### src/rtl/fetch_queue.sv
`default_nettype none
// +----------------------------------------------------------------------------+
// | fetch_queue                                                                |
// | Decoupled instruction fetch: sequential PC generator, credit-limited imem  |
// | request/response port, QDEPTH-entry instruction queue toward decode.       |
// | Optional feature macro: FETCH_PERF_EN (performance counters).              |
// | Revision: 1.0                                                              |
// +----------------------------------------------------------------------------+
module fetch_queue #(
  parameter int                XLEN         = 32,
  parameter logic [XLEN-1:0]   RESET_VECTOR = 32'h80000000,
  parameter int                QDEPTH       = 4
) (
  input  logic            clk,
  input  logic            rst,
  input  logic            redirect_valid,
  input  logic [XLEN-1:0] redirect_pc,
  output logic            imem_req_valid,
  input  logic            imem_req_ready,
  output logic [XLEN-1:0] imem_req_addr,
  input  logic            imem_resp_valid,
  input  logic [XLEN-1:0] imem_resp_data,
  output logic            inst_valid,
  input  logic            inst_ready,
  output logic [XLEN-1:0] inst_data,
  output logic [XLEN-1:0] inst_pc,
  output logic [31:0]     perf_fetched,
  output logic [31:0]     perf_redirects
);

  localparam int              c_PTR_W   = $clog2(QDEPTH);
  localparam logic [c_PTR_W+1:0] c_DEPTH = (c_PTR_W+2)'(QDEPTH);
  localparam logic [XLEN-1:0] c_PC_STEP = XLEN'(4);
  localparam logic [XLEN-1:0] c_ALIGN   = ~XLEN'(3);

  logic [XLEN-1:0]    r_req_pc;
  logic [XLEN-1:0]    r_resp_pc;
  logic [c_PTR_W:0]   r_count;
  logic [c_PTR_W:0]   r_inflight;
  logic [c_PTR_W:0]   r_drop_cnt;
  logic [c_PTR_W-1:0] r_rd_ptr;
  logic [c_PTR_W-1:0] r_wr_ptr;
  logic [XLEN-1:0]    r_q_data [QDEPTH];
  logic [XLEN-1:0]    r_q_pc   [QDEPTH];

  logic [c_PTR_W+1:0] w_used;
  logic               w_req_fire;
  logic               w_push;
  logic               w_pop;
  logic               w_dropping;
  logic [XLEN-1:0]    w_redirect_pc;
  logic [c_PTR_W:0]   w_fire_inc;
  logic [c_PTR_W:0]   w_resp_dec;

  // Credits cover both queued and in-flight entries, so the queue can never overflow.
  assign w_used         = {1'b0, r_count} + {1'b0, r_inflight};
  assign imem_req_valid = ~rst & ~redirect_valid & (w_used < c_DEPTH);
  assign imem_req_addr  = r_req_pc;
  assign w_req_fire     = imem_req_valid & imem_req_ready;

  assign inst_valid = ~rst & ~redirect_valid & (r_count != '0);
  assign inst_data  = r_q_data[r_rd_ptr];
  assign inst_pc    = r_q_pc[r_rd_ptr];
  assign w_pop      = inst_valid & inst_ready;

  assign w_dropping    = (r_drop_cnt != '0);
  assign w_push        = imem_resp_valid & ~w_dropping & ~redirect_valid;
  assign w_redirect_pc = redirect_pc & c_ALIGN;
  assign w_fire_inc    = {{c_PTR_W{1'b0}}, w_req_fire};
  assign w_resp_dec    = {{c_PTR_W{1'b0}}, imem_resp_valid};

  always_ff @(posedge clk) begin
    if (rst) begin
      r_req_pc   <= RESET_VECTOR;
      r_resp_pc  <= RESET_VECTOR;
      r_count    <= '0;
      r_inflight <= '0;
      r_drop_cnt <= '0;
      r_rd_ptr   <= '0;
      r_wr_ptr   <= '0;
    end else if (redirect_valid) begin
      // Everything still in flight becomes stale; a response landing now is one of them.
      r_req_pc   <= w_redirect_pc;
      r_resp_pc  <= w_redirect_pc;
      r_count    <= '0;
      r_rd_ptr   <= '0;
      r_wr_ptr   <= '0;
      r_inflight <= r_inflight - w_resp_dec;
      r_drop_cnt <= r_inflight - w_resp_dec;
    end else begin
      if (w_req_fire) begin
        r_req_pc <= r_req_pc + c_PC_STEP;
      end
      r_inflight <= r_inflight + w_fire_inc - w_resp_dec;
      if (imem_resp_valid && w_dropping) begin
        r_drop_cnt <= r_drop_cnt - 1'b1;
      end
      if (w_push) begin
        r_resp_pc <= r_resp_pc + c_PC_STEP;
        r_wr_ptr  <= r_wr_ptr + 1'b1;
      end
      if (w_pop) begin
        r_rd_ptr <= r_rd_ptr + 1'b1;
      end
      r_count <= r_count + {{c_PTR_W{1'b0}}, w_push} - {{c_PTR_W{1'b0}}, w_pop};
    end
  end

  always_ff @(posedge clk) begin
    if (w_push) begin
      r_q_data[r_wr_ptr] <= imem_resp_data;
      r_q_pc[r_wr_ptr]   <= r_resp_pc;
    end
  end

`ifdef FETCH_PERF_EN
  logic [31:0] r_perf_fetched;
  logic [31:0] r_perf_redirects;

  always_ff @(posedge clk) begin
    if (rst) begin
      r_perf_fetched   <= '0;
      r_perf_redirects <= '0;
    end else begin
      if (w_pop) begin
        r_perf_fetched <= r_perf_fetched + 32'd1;
      end
      if (redirect_valid) begin
        r_perf_redirects <= r_perf_redirects + 32'd1;
      end
    end
  end

  assign perf_fetched   = r_perf_fetched;
  assign perf_redirects = r_perf_redirects;
`else
  assign perf_fetched   = 32'd0;
  assign perf_redirects = 32'd0;
`endif

endmodule
`default_nettype wire
### config.mk
export PLATFORM = sky130hd
export DESIGN_NAME = fetch_queue
export DESIGN_NICKNAME = d
export VERILOG_FILES = /design/src/rtl/fetch_queue.sv
export SDC_FILE = /design/constraint.sdc
export NUM_CORES = 1
export LEC_CHECK = 0
export CORE_MARGIN = 4
export CORE_UTILIZATION = 55
export CTS_BUF_LIST = sky130_fd_sc_hd__clkbuf_4
export DETAILED_ROUTE_END_ITERATION = 7
export PLACE_DENSITY_LB_ADDON = 0.12
export REMOVE_ABC_BUFFERS = 1
export SLEW_MARGIN = 30
export SYNTH_ARGS = -nofsm -noshare
export SYNTH_HDL_FRONTEND = slang
export SYNTH_SLANG_ARGS = --single-unit
### constraint.sdc
create_clock -name clk -period 4.3 [get_ports clk]
set_clock_uncertainty 0.1 [all_clocks]
set_input_delay 1.075 -clock clk [delete_from_list [all_inputs] [get_ports clk]]
set_output_delay 1.075 -clock clk [all_outputs]
set_load 0.005 [all_outputs]
-- Yosys cells after proc, flatten, opt, wreduce, memory -nomap -nowiden
Memories as Yosys holds them, arrays and structs flattened. A register that Yosys moved wholly into a read port is not among the register bits.
Index checks and enable logic that the tools add are counted.
- register bits: 77
- RAM bits: 256
- input port bits: 70
- output and inout bits: 162
- word-level logic and storage cells: 53
- memories: 2
- $add $sub $neg: 11
- order comparisons: 1
- mux-type cells: 13
- bitwise gates (word level): 10
- reduce and logical (&&, ||, !) cells: 7
- memory list (name ; words ; bits a word ; rd ports ; clocked after memory_dff ; write ports ; RTL line ; RTL):
    r_q_data ; 4 ; 32 ; 1 ; 1 ; 1 ; 43 ; logic [XLEN-1:0] r_q_data [QDEPTH];
    r_q_pc ; 4 ; 32 ; 1 ; 1 ; 1 ; 44 ; logic [XLEN-1:0] r_q_pc [QDEPTH];
- operator list (kind ; number):
    $mux 32 ; 4
    $add 32x3->32 const B ; 2
    $mux 3 ; 3
    $sub 3x1->3 ; 3
    $mux 2 ; 4
    $and 1x1->1 ; 7
    $add 3x1->3 ; 2
    $reduce_bool 2->1 ; 3
    $reduce_bool 3->1 ; 2
    $add 2x1->2 const B ; 2
    $add 3x3->4 ; 1
    $lt 4x3->1 const B ; 1
    $not 1->1 ; 3
    $sub 3x1->3 const B ; 1
    $mux 1 ; 2
    $reduce_or 2->1 ; 1
    $logic_and 1x1->1 ; 1

-- Longest topological paths before layout
- word-level depth: 7
- gate-level depth with buffers: 14
- gate-level depth less buffers: 12

-- Least setup slack after synthesis
Ideal clock, no wire load.
- path kind: input -> register
- from: input port redirect_valid
- to: memory r_q_data[1][0] (enable)
- library setup time: 0.427 ns
- arrival time: 3.464 ns
- data required time: 3.773 ns
- slack: 0.309 ns
- stages: 5
- buffers on the path: 3
- cell sequence: clkbuf_1 > inv_1 > clkbuf_1 > buf_1 > and3_1
- cells in the longest elaborated chain, start to end: 4
- RTL lines (item ; RTL line ; RTL):
    from (decl) ; 16 ; input logic redirect_valid,
    $not 1->1 ; 67 ; assign w_push = imem_resp_valid & ~w_dropping & ~redirect_valid;
    $and 1x1->1 ; 67 ;
    $mux 1 ; 110 ; if (w_push) begin
    $mux 1 (implied by the code) ; 111 ; r_q_data[r_wr_ptr] <= imem_resp_data;
    to (decl) ; 43 ;
No other way between the ends.

==> results.md <==
* Status: complete, no violations
* Final net count at approximately 1200
* Reg-to-reg slack, setup at between 1.5 and 2 ns
* Filler instances at approximately 1800
* TritonCTS clock tree: yes
* Count of pins over their slew limit at 0
* H-tree depth at 3
* Initial drt markers at roughly 580
* Total CTS buffers at between 80 and 90
* Crit-path cells: buf_12 -> mux4_2 -> clkdlybuf4s50_1
* DP Wirelength at 17700 um
* Count of final hold-check violations at 0
* Least-Margin Pin Slew at 0.714 ns
* Top delay family on crit path: buffers and inverters
* RSZ-0062 raised after global routing: no
* CP Data Arrival Time at roughly 2.7 ns
* Mean Syn Cell Area at between 10 and 15 um2
* Post-synth top cells: edfxtp_1 (248), dfxtp_1 (75), buf_4 (68)
* Yosys warnings at 0
* Fmax at between 200 and 300 MHz
* Pin count of the biggest net entering global routing at between 60 and 70
* Rel. slew slack at 52.4%
* Clk buf depth at 3
* Ranking of synthesized cells by area: edfxtp_1 (54%), dfxtp_1 (11%), mux4_2 (10%), buf_4 (3.7%), xnor2_1 (2.0%)
* Pleak at 5.61 nW
* Maximum VDD drop at ~0.25 mV
* Area of the multi-input gates at around 0.0042 mm2
* Worst path slowest cell: dfxtp_4
* Via count at 8343
* Buffer count from post-CTS setup fixing at 0
* Share of layout cells above drive strength 1 at 19.4%
* Hold Path Stages at 2
* Vias in the first global route at approximately 8600
* Total GRT Usage at between 20% and 30%
* Hold buffers post-CTS at 0
* Core area at 0.0244 mm2
* DRT Pass-1 Iters at 5
* Flops & latches, synth at ~320
* Reg-to-reg critical path endpoint: r_inflight[2]
* Cell count after synthesis at 922
* Post-synth EDFFs at 248
* Area of the die at between 0.02 and 0.03 mm2
* Clk sink count at around 320
* Seq/Total Area, Yosys at about 65%
* Cts repair resizes at 0
* HP Class: reg -> reg
* Antenna violations before repair at 1
* Post-synth ARST share at 0%
* Synth cell types at between 50 and 60
* Post-synth top flop: edfxtp_1
* Max-cap violations at 0
* Die H at ~170 um
* Crit path max fanout at 31
* Row Count at 57
* Die X at approximately 170 um
* Count leader, synth: edfxtp_1
* Tcrit/Tclk final at around nine tenths
* Register area at approximately 0.0090 mm2
* Port Buffer Count at 161
* Gr ovfl total at 0
* Clock root buffer: clkbuf_4
* WP depth at 3
* Final Non-Filler Cells at about 1500
* Final ANT Viol Nets at 0
* Crit start category: flop
* Area share of the largest cell type after synthesis at a little over half
* RR Startpoint: r_count[1]
* Clock transition at path regs at ~0.070 ns
* Initial Util at 56.1%
* Drt wl/cell at ~18 um
* Synth-to-layout area growth at 20.9%
* Layout Utilization at approximately 68%
* Tmin final at roughly 3.9 ns
* Final setup viols at 0
* Cells after DPL at roughly 1400
* Routed WL at 28100 um
* Pwr Density at 398 mW/mm2
* Drt drc at 0
* Clk Latency, worst-skew pair at roughly 0.66 ns
* WP data required at 3.12 ns
* First-pass GRT wire length at 45500 um
* Reg2Reg Depth at 12
* Cell area after layout at about 0.017 mm2
* Drt via density at about 5.5
* WP buf/inv at 2
* Crit end category: primary output
* Crit Path Class: reg -> out
* CP endpoint: inst_pc[11]
* Gpl congestion at a little over 0.8
* CP max stage delay at 0.66 ns
* Post-synth top area cell: edfxtp_1
* Placed cell areas at 0.0155 mm2
* Num ports at between 200 and 250
* Cell Area, Synth at about 0.014 mm2
per-layer routing:
layer | wire length, um | track usage, % | vias up
li1 | - | - | 3876
met2 | 12900 | 30.7 | 378
met5 | 0 | 0 | -
met1 | 12700 | 29.8 | 4057
met4 | 394 | 6.38 | 0
met3 | 2090 | 4.67 | 32
state kept, by name, indices dropped and copies added (netlist names), named ones only:
signal         count
r_q_data         128
r_q_pc           120
imem_req_addr     30
r_resp_pc         30
r_count            3
r_drop_cnt         3
r_inflight         3
r_rd_ptr           2
r_wr_ptr           2
placed cells by master, fill, tap and decap left out, drive strengths merged, types with 13 or more instances in the layout:
cell type,n
edfxtp,248
clkdlybuf4s50,160
clkbuf,121
dfxtp,75
conb,68
mux4,62
nand2,47
nor2,44
a21oi,35
xnor2,31
inv,30
nand3,24
buf,23
nand4,22
o21ai,17
a31oi,16
ha,16
a21boi,15
nor4,13
and3,13
report_power, final:
| group | internal, mW | switching (mW) |
|---|---|---|
| Clock | 1.40 | 1.15 |
| Combinational | 0.261 | 0.229 |
| Sequential | 3.46 | 0.0860 |
cell families after synthesis:
family,synth area share (%)
XOR/XNOR,2.75
multiplexers,10.8
other,0.0274
AND/OR/NAND/NOR,8.20
buffers and inverters,6.02
flip-flops,65.4
AO/OA/AOI/OAI,5.09
adder cells (fa/ha/maj),1.76
worst min-delay path, delay by kind of cell (launching register included):
family | cells | cell delay (ns)
flops | 1 | 0.34
compound gates | 2 | 0.15
worst min-delay path by stage:
stage,startpoint,to,slack [ns]
detailed placement,r_rd_ptr[1],flop,0.41
floorplan,r_resp_pc[31],r_q_pc[0][31],0.37
global route,r_resp_pc[26],r_q_pc[0][26],0.44
CTS,r_resp_pc[26],r_q_pc[0][26],0.43
finish,imem_req_addr[28],imem_req_addr[28],0.44
global placement,r_rd_ptr[1],flop,0.40
final cells by class:
type	instances	area share, %
flip-flops and latches	323	54.1
inverters	29	0.658
multi-input cells	521	25.2
clock buffers	121	5.49
well taps	324	2.45
repair buffers	183	11.3
diodes	1	0.0151
clock inverters	17	0.756
per-stage QoR:
stage	TNS, ns	power, mW	hold slack, ns	worst slack (ns)
CTS	0	6.68	0.429	0.303
detailed placement	0	4.10	0.413	0.499
finish	0	6.58	0.440	0.426
floorplan	-11.25	3.81	0.369	-0.181
global route	0	6.94	0.439	0.227
global placement	0	4.09	0.404	0.491
No activity file was read; power rests on OpenSTA's default activity.
